[src/rtl/run_ctrl_if.sv]
// Launch/halt handshake between the host-side driver and the run controller.
// The timeout signal exists only when RUN_CTRL_WATCHDOG_EN is defined.
interface run_ctrl_if #(
  parameter int PC_W  = 8,
  parameter int CNT_W = 16
);
  logic             start;
  logic [PC_W-1:0]  start_addr;
  logic             halt_instr;
  logic             run;
  logic             pc_load;
  logic [PC_W-1:0]  pc_init;
  logic             halt;
  logic             done;
  logic [CNT_W-1:0] InstrCount;
`ifdef RUN_CTRL_WATCHDOG_EN
  logic             timeout;

  modport master (
    output start, start_addr, halt_instr,
    input  run, pc_load, pc_init, halt, done, InstrCount, timeout
  );

  modport slave (
    input  start, start_addr, halt_instr,
    output run, pc_load, pc_init, halt, done, InstrCount, timeout
  );
`else
  modport master (
    output start, start_addr, halt_instr,
    input  run, pc_load, pc_init, halt, done, InstrCount
  );

  modport slave (
    input  start, start_addr, halt_instr,
    output run, pc_load, pc_init, halt, done, InstrCount
  );
`endif
endinterface

[src/rtl/run_ctrl.sv]
// Start/halt run controller: holds the core until launched, loads the PC and
// counts executed instructions. Define RUN_CTRL_WATCHDOG_EN for the count watchdog.
module run_ctrl #(
  parameter int PC_W  = 8,
  parameter int CNT_W = 16
) (
  input logic        CLK,
  input logic        Reset,
  run_ctrl_if.slave  bus
);

  typedef enum logic [1:0] {
    IDLE = 2'd0,
    LOAD = 2'd1,
    RUN  = 2'd2,
    DONE = 2'd3
  } state_t;

  localparam logic [CNT_W-1:0] CNT_MAX = '1;

  state_t           state;
  state_t           state_next;
  logic             run_q;
  logic             pc_load_q;
  logic [PC_W-1:0]  pc_init_q;
  logic             halt_q;
  logic             done_q;
  logic [CNT_W-1:0] count_q;
  logic [CNT_W-1:0] count_inc;

  // Saturating increment: the count pins at all-ones instead of wrapping.
  assign count_inc = (count_q == CNT_MAX) ? count_q : count_q + 1'b1;

`ifdef RUN_CTRL_WATCHDOG_EN
  logic timeout_q;
  logic wd_trip;
`endif

  // NOTE: every signal written here gets a default first, so no path leaves
  // it unassigned and no latch is inferred.
  always_comb begin
    state_next = state;
`ifdef RUN_CTRL_WATCHDOG_EN
    wd_trip    = 1'b0;
`endif
    case (state)
      IDLE, DONE: if (bus.start) state_next = LOAD;
      LOAD:       if (!bus.start) state_next = RUN;
      RUN: begin
        // A relaunch wins over a coincident HALT.
        if (bus.start) begin
          state_next = LOAD;
        end else if (bus.halt_instr) begin
          state_next = DONE;
`ifdef RUN_CTRL_WATCHDOG_EN
        end else if (count_inc == CNT_MAX) begin
          state_next = DONE;
          wd_trip    = 1'b1;
`endif
        end
      end
      default:    state_next = IDLE;
    endcase
  end

  // Outputs are decoded from the next state so they are registered yet line
  // up with the state they describe.
  // NOTE: sequential state uses non-blocking assignments only, so every
  // register samples pre-edge values regardless of statement order.
  always_ff @(posedge CLK or posedge Reset) begin
    if (Reset) begin
      state     <= IDLE;
      run_q     <= 1'b0;
      pc_load_q <= 1'b0;
      pc_init_q <= '0;
      halt_q    <= 1'b1;
      done_q    <= 1'b0;
      count_q   <= '0;
`ifdef RUN_CTRL_WATCHDOG_EN
      timeout_q <= 1'b0;
`endif
    end else begin
      state     <= state_next;
      run_q     <= (state_next == RUN);
      pc_load_q <= (state_next == LOAD);
      halt_q    <= (state_next != RUN);
      done_q    <= (state_next == DONE);

      // Entering or staying in LOAD always means start is high: re-latch the
      // address so the last one before deassertion wins, and restart the count.
      if (state_next == LOAD) begin
        pc_init_q <= bus.start_addr;
        count_q   <= '0;
      end else if (state == RUN) begin
        count_q   <= count_inc;
      end

`ifdef RUN_CTRL_WATCHDOG_EN
      if (state_next == LOAD) begin
        timeout_q <= 1'b0;
      end else if (wd_trip) begin
        timeout_q <= 1'b1;
      end
`endif
    end
  end

  assign bus.run        = run_q;
  assign bus.pc_load    = pc_load_q;
  assign bus.pc_init    = pc_init_q;
  assign bus.halt       = halt_q;
  assign bus.done       = done_q;
  assign bus.InstrCount = count_q;
`ifdef RUN_CTRL_WATCHDOG_EN
  assign bus.timeout    = timeout_q;
`endif

endmodule

[src/flat_wrapper.sv]
// flat-port wrapper written by rule: the top's interface ports become plain ports
module run_ctrl_flat 
#(
  parameter int PC_W  = 8,
  parameter int CNT_W = 16
)
  (CLK, Reset, bus_start, bus_start_addr, bus_halt_instr, bus_run, bus_pc_load, bus_pc_init, bus_halt, bus_done, bus_InstrCount);
  run_ctrl_if #(.PC_W(PC_W), .CNT_W(CNT_W)) bus_i ();
  input logic CLK;
  input logic Reset;
  input wire logic [$bits(bus_i.start)-1:0] bus_start;
  input wire logic [$bits(bus_i.start_addr)-1:0] bus_start_addr;
  input wire logic [$bits(bus_i.halt_instr)-1:0] bus_halt_instr;
  output wire logic [$bits(bus_i.run)-1:0] bus_run;
  output wire logic [$bits(bus_i.pc_load)-1:0] bus_pc_load;
  output wire logic [$bits(bus_i.pc_init)-1:0] bus_pc_init;
  output wire logic [$bits(bus_i.halt)-1:0] bus_halt;
  output wire logic [$bits(bus_i.done)-1:0] bus_done;
  output wire logic [$bits(bus_i.InstrCount)-1:0] bus_InstrCount;
  assign bus_i.start = bus_start;
  assign bus_i.start_addr = bus_start_addr;
  assign bus_i.halt_instr = bus_halt_instr;
  assign bus_run = bus_i.run;
  assign bus_pc_load = bus_i.pc_load;
  assign bus_pc_init = bus_i.pc_init;
  assign bus_halt = bus_i.halt;
  assign bus_done = bus_i.done;
  assign bus_InstrCount = bus_i.InstrCount;
  run_ctrl #(.PC_W(PC_W), .CNT_W(CNT_W)) u_core (.CLK(CLK), .Reset(Reset), .bus(bus_i));
endmodule
[config.mk]
export PLATFORM = sky130hd
export DESIGN_NAME = run_ctrl_flat
export DESIGN_NICKNAME = d
export VERILOG_FILES = /design/src/rtl/run_ctrl_if.sv /design/src/rtl/run_ctrl.sv /design/src/flat_wrapper.sv
export SDC_FILE = /design/constraint.sdc
export NUM_CORES = 1
export LEC_CHECK = 0
export CORE_MARGIN = 2
export CORE_UTILIZATION = 43
export CTS_CLUSTER_SIZE = 10
export DETAILED_ROUTE_END_ITERATION = 6
export GPL_TIMING_DRIVEN = 0
export HOLD_SLACK_MARGIN = 0.06
export PLACE_DENSITY = 0.84
export SETUP_SLACK_MARGIN = 0.5
export SYNTH_ARGS = -nofsm -noshare
export SYNTH_HDL_FRONTEND = slang
export SYNTH_SLANG_ARGS = --single-unit
[constraint.sdc]
create_clock -name CLK -period 2.1 [get_ports CLK]
set_input_delay 0.315 -clock CLK [delete_from_list [all_inputs] [get_ports CLK]]
set_output_delay 0.315 -clock CLK [all_outputs]
set_load 0.005 [all_outputs]
==> run summary <==
The flow ran to the end, and the final reports show no timing, DRC or antenna violations. The highest fanout seen on the critical path was 6; the share of the clock period used by the worst path after layout was 98.2%. The number of cells on the worst reg-to-reg path is 7. The count of pins on the block boundary was 40. The post-synthesis cell type with the largest combined area is sky130_fd_sc_hd__dfrtp_1. Total of hold buffers inserted after clock tree synthesis: 0.

For this run, asynchronously set or reset flops after synthesis account for 100%. The initialized floorplan defines 21 standard-cell rows. For the pin with the worst max-slew slack, the measured transition is 1.14 ns.

The width of the chip came out at 62.7 um. The worst setup path is launched from a register. The shortest clock period the worst path allows after layout was 2.06 ns. At the worst endpoint, the arrival time is 2.28 ns.

The number of nets in the synthesized netlist is 151. The worst slack on hold paths was 0.522 ns. The top cell types in the final layout, fill and taps aside, are 26 x sky130_fd_sc_hd__clkdlybuf4s50_1, 25 x sky130_fd_sc_hd__buf_4, 24 x sky130_fd_sc_hd__dfrtp_1. The final number of max-transition violations was 0; the total leakage power was 0.00112 uW. The synthesized area per cell is 10.9 sq um. The startpoint identified for the worst hold timing path is u_core.bus.pc_init[3]$_DFFE_PP0N_.

The first detailed-routing pass ran for 5 iterations. Most used flip-flop cell after synthesis: sky130_fd_sc_hd__dfrtp_1. The number of cells on the worst hold path is 1, and the Yosys warning count is 0.

For the portion of total power attributed to sequential cells, the log shows 29.1%. The worst setup path is captured at a register. Clock-pin slew was measured on the worst setup and hold paths at 0.10 ns. Clock tree synthesis inserted a total of 5 buffers. After detailed routing, the number of vias per cell comes to 5.53. The final weighted congestion in routability-driven placement was 0.775; the maximum number of pins on one net before global-route repair was 31. Across the routed clock network, the largest skew measured is 0.00884 ns. In this run the vertical extent of the chip is 62.7 um. Core area: 0.00331 sq mm.

For the worst setup path, the data required time is 2.32 ns. The post-detailed-route DRC marker count was 0. The top cell type by area accounts for 49.0% of the synthesized area. The portion of total power attributed to the clock network was 12.9%. The highest ir drop seen on vdd came out at 843 uV. The buffer cell driving the clock tree root was sky130_fd_sc_hd__clkbuf_4.

For the layout net count, the log shows 225. The class of the most critical setup path is reg -> reg. The buffer depth of the longest clock path is 2. Across the run, the number of max-cap violations was 0. Input and output buffers added on the ports amount to 39.

The initial DRC count is 95, and the post-synthesis cell count is 136. In this run the remaining antenna-violating nets after routing total 0. The first global-routing pass estimated 6290 um of wire. For this design the ratio of total power to cell area is 1210 mW/mm^2.

The routed length per placed instance is 15.3 um, and the HPWL reported at the end of detailed placement is 2430 um. Ranked by total cell area, the synthesized netlist is headed by sky130_fd_sc_hd__dfrtp_1 49%, sky130_fd_sc_hd__mux2_2 4.6%, sky130_fd_sc_hd__a21oi_1 3.7%. The die covers 0.00393 sq mm.

Design area: 0.00233 sq mm. Number of failing hold endpoints at the final stage: 0. The number of global-route vias before repair was 1346; the CTS sink count was 30. Share of cells above drive strength 1: 33.2%. The most common library cell in the layout ignoring fill and taps was sky130_fd_sc_hd__clkdlybuf4s50_1.

The H-tree generated during clock tree synthesis spans 2 levels. The netlist uses 40 different library cells. The internal power of the cells totals 1900 uW. Yosys mapped a number of flops with a built-in enable equal to 0. In this run the register-to-register setup slack is 0.04 ns. The cell area after synthesis is 0.00148 sq mm, and the total power is 2820 uW. In this run switching power makes up 32.4% of total power. TritonCTS built the clock tree. The area after detailed placement is 0.00197 sq mm, and the signed area change from the synthesized netlist to the final layout is 57.3%. The initial utilization of the core area, before any placement, comes to 44.7%. The startpoint identified for the worst register-to-register timing path is u_core.state[0]$_DFF_PP0_.

For the final routed database, the setup TNS stands at 0 ns. The kind of path behind the tightest hold check was reg -> reg. For this design the total switching power over the nets is 912 uW.

Power share of the combinational group: 58.0%. Global routing used 20.3% of the available tracks. At the later pin of the worst-skew pair, clock insertion delay measures 0.33 ns. The number of antenna violations at the first check in global routing was 0; the total congestion overflow was 0. The routed layout has 1421 vias.

For the achievable frequency, the log shows 485 MHz. Setup repair after global routing could not meet its margin everywhere. Measured against its own limit, the worst slew margin works out to 24.1%. For this block, the routed nets add up to 3920 um of wire. The part of the Yosys area used for sequential elements was 50.8%; the setup-violating endpoint count in the final report was 0. Worst hold endpoint: u_core.bus.pc_init[3]$_DFFE_PP0N_.

The register bit count reported by yosys came out at 30. The endpoint identified for the worst register-to-register timing path is u_core.bus.pc_init[2]$_DFFE_PP0N_. The number of antenna diodes is 0.
==> worst max-delay path, cell delays in order (launching register included) <==
cell,delay [ns]
sky130_fd_sc_hd__dfrtp_1,0.42
sky130_fd_sc_hd__inv_2,0.06
sky130_fd_sc_hd__ha_4,0.29
sky130_fd_sc_hd__and2b_1,0.21
sky130_fd_sc_hd__o211a_1,0.25
sky130_fd_sc_hd__nor3_4,0.23
sky130_fd_sc_hd__buf_6,0.16
sky130_fd_sc_hd__mux2_2,0.33
==> power groups by stage <==
stage	Sequential, uW	Combinational, uW	Clock [uW]
3_3_place_gp	829	1070	0
3_5_place_dp	842	1120	0
5_1_grt	841	1740	404
2_1_floorplan	844	683	0
6_report	819	1630	363
4_1_cts	821	1550	371
==> state kept, by name, indices dropped and copies added, names as in the netlist <==
signal,flops
u_core.bus.done,1
u_core.state,2
u_core.bus.run,1
u_core.bus.halt,1
u_core.bus.InstrCount,16
u_core.bus.pc_init,8
u_core.bus.pc_load,1
==> synth_stat cells (3+ instances only) <==
cell type	instances
sky130_fd_sc_hd__a21oi_1	11
sky130_fd_sc_hd__dfrtp_1	29
sky130_fd_sc_hd__ha_1	3
sky130_fd_sc_hd__inv_1	8
sky130_fd_sc_hd__mux2_2	6
sky130_fd_sc_hd__nand2_1	7
sky130_fd_sc_hd__nand3_1	5
sky130_fd_sc_hd__nand4_1	6
sky130_fd_sc_hd__nor2_1	5
sky130_fd_sc_hd__o21ai_0	7
sky130_fd_sc_hd__o31ai_1	3
sky130_fd_sc_hd__or3_1	6
sky130_fd_sc_hd__or4_1	3
sky130_fd_sc_hd__xor2_1	3
==> stage by stage <==
| stage | util [%] | cells | setup slack, ns |
|---|---|---|---|
| floorplan | - | 136 | 0.0177 |
| global placement | 59.4 | 221 | -0.178 |
| finish | 70.4 | 257 | 0.0372 |
| CTS | 67.5 | 249 | 0.0848 |
| global route | 70.4 | 257 | -0.0305 |
| detailed placement | 59.4 | 221 | -0.221 |
==> per-layer routing <==
| layer | GRT usage, % | up-vias | part of all wire [%] |
|---|---|---|---|
| met4 | 9.17 | 0 | 2.0 |
| met5 | 0 | - | 0 |
| met2 | 36.3 | 48 | 53 |
| met1 | 23.6 | 701 | 40 |
| li1 | - | 662 | - |
| met3 | 3.60 | 10 | 4.3 |
==> cell families after synthesis <==
group | count (synthesis) | share of synthesized area (%)
DFF | 30 | 50.8
and+or+nand+nor | 49 | 20.7
xor gates and xnor gates | 3 | 1.77
adders and majority gates | 3 | 2.53
AOI/OAI and AO/OA | 30 | 13.3
muxes | 9 | 6.76
buffers and inverters | 12 | 4.14
==> final cells by class <==
type,instances,area [sq um]
inverters,8,30.0
well taps,46,57.6
clock buffers,7,55.1
clock inverters,1,5.00
flip-flops and latches,30,758
plain buffers,4,37.5
fillers,228,980
multi-input cells,94,733
repair buffers,67,654
==> repair_timing <==
action,4_1_cts,5_1_grt
pin swaps,4,2
gates resized for setup,17,11
setup endpoints to repair,41,40
buffers inserted,19,8
cloned,1,0
==> worst max path at each step <==
stage,from,endpoint,slack (ns)
3_5_place_dp,bus_start,u_core.bus.pc_init[0]$_DFFE_PP0N_,-0.22
4_1_cts,u_core.state[0]$_DFF_PP0_,u_core.bus.pc_init[2]$_DFFE_PP0N_,0.08
6_report,u_core.state[0]$_DFF_PP0_,u_core.bus.pc_init[2]$_DFFE_PP0N_,0.04
2_1_floorplan,u_core.state[0]$_DFF_PP0_,u_core.bus.pc_init[0]$_DFFE_PP0N_,0.02
5_1_grt,u_core.state[0]$_DFF_PP0_,u_core.bus.pc_init[4]$_DFFE_PP0N_,-0.03
3_3_place_gp,bus_start,u_core.bus.pc_init[0]$_DFFE_PP0N_,-0.18
Note: power is estimated with default switching activity, not from simulation.
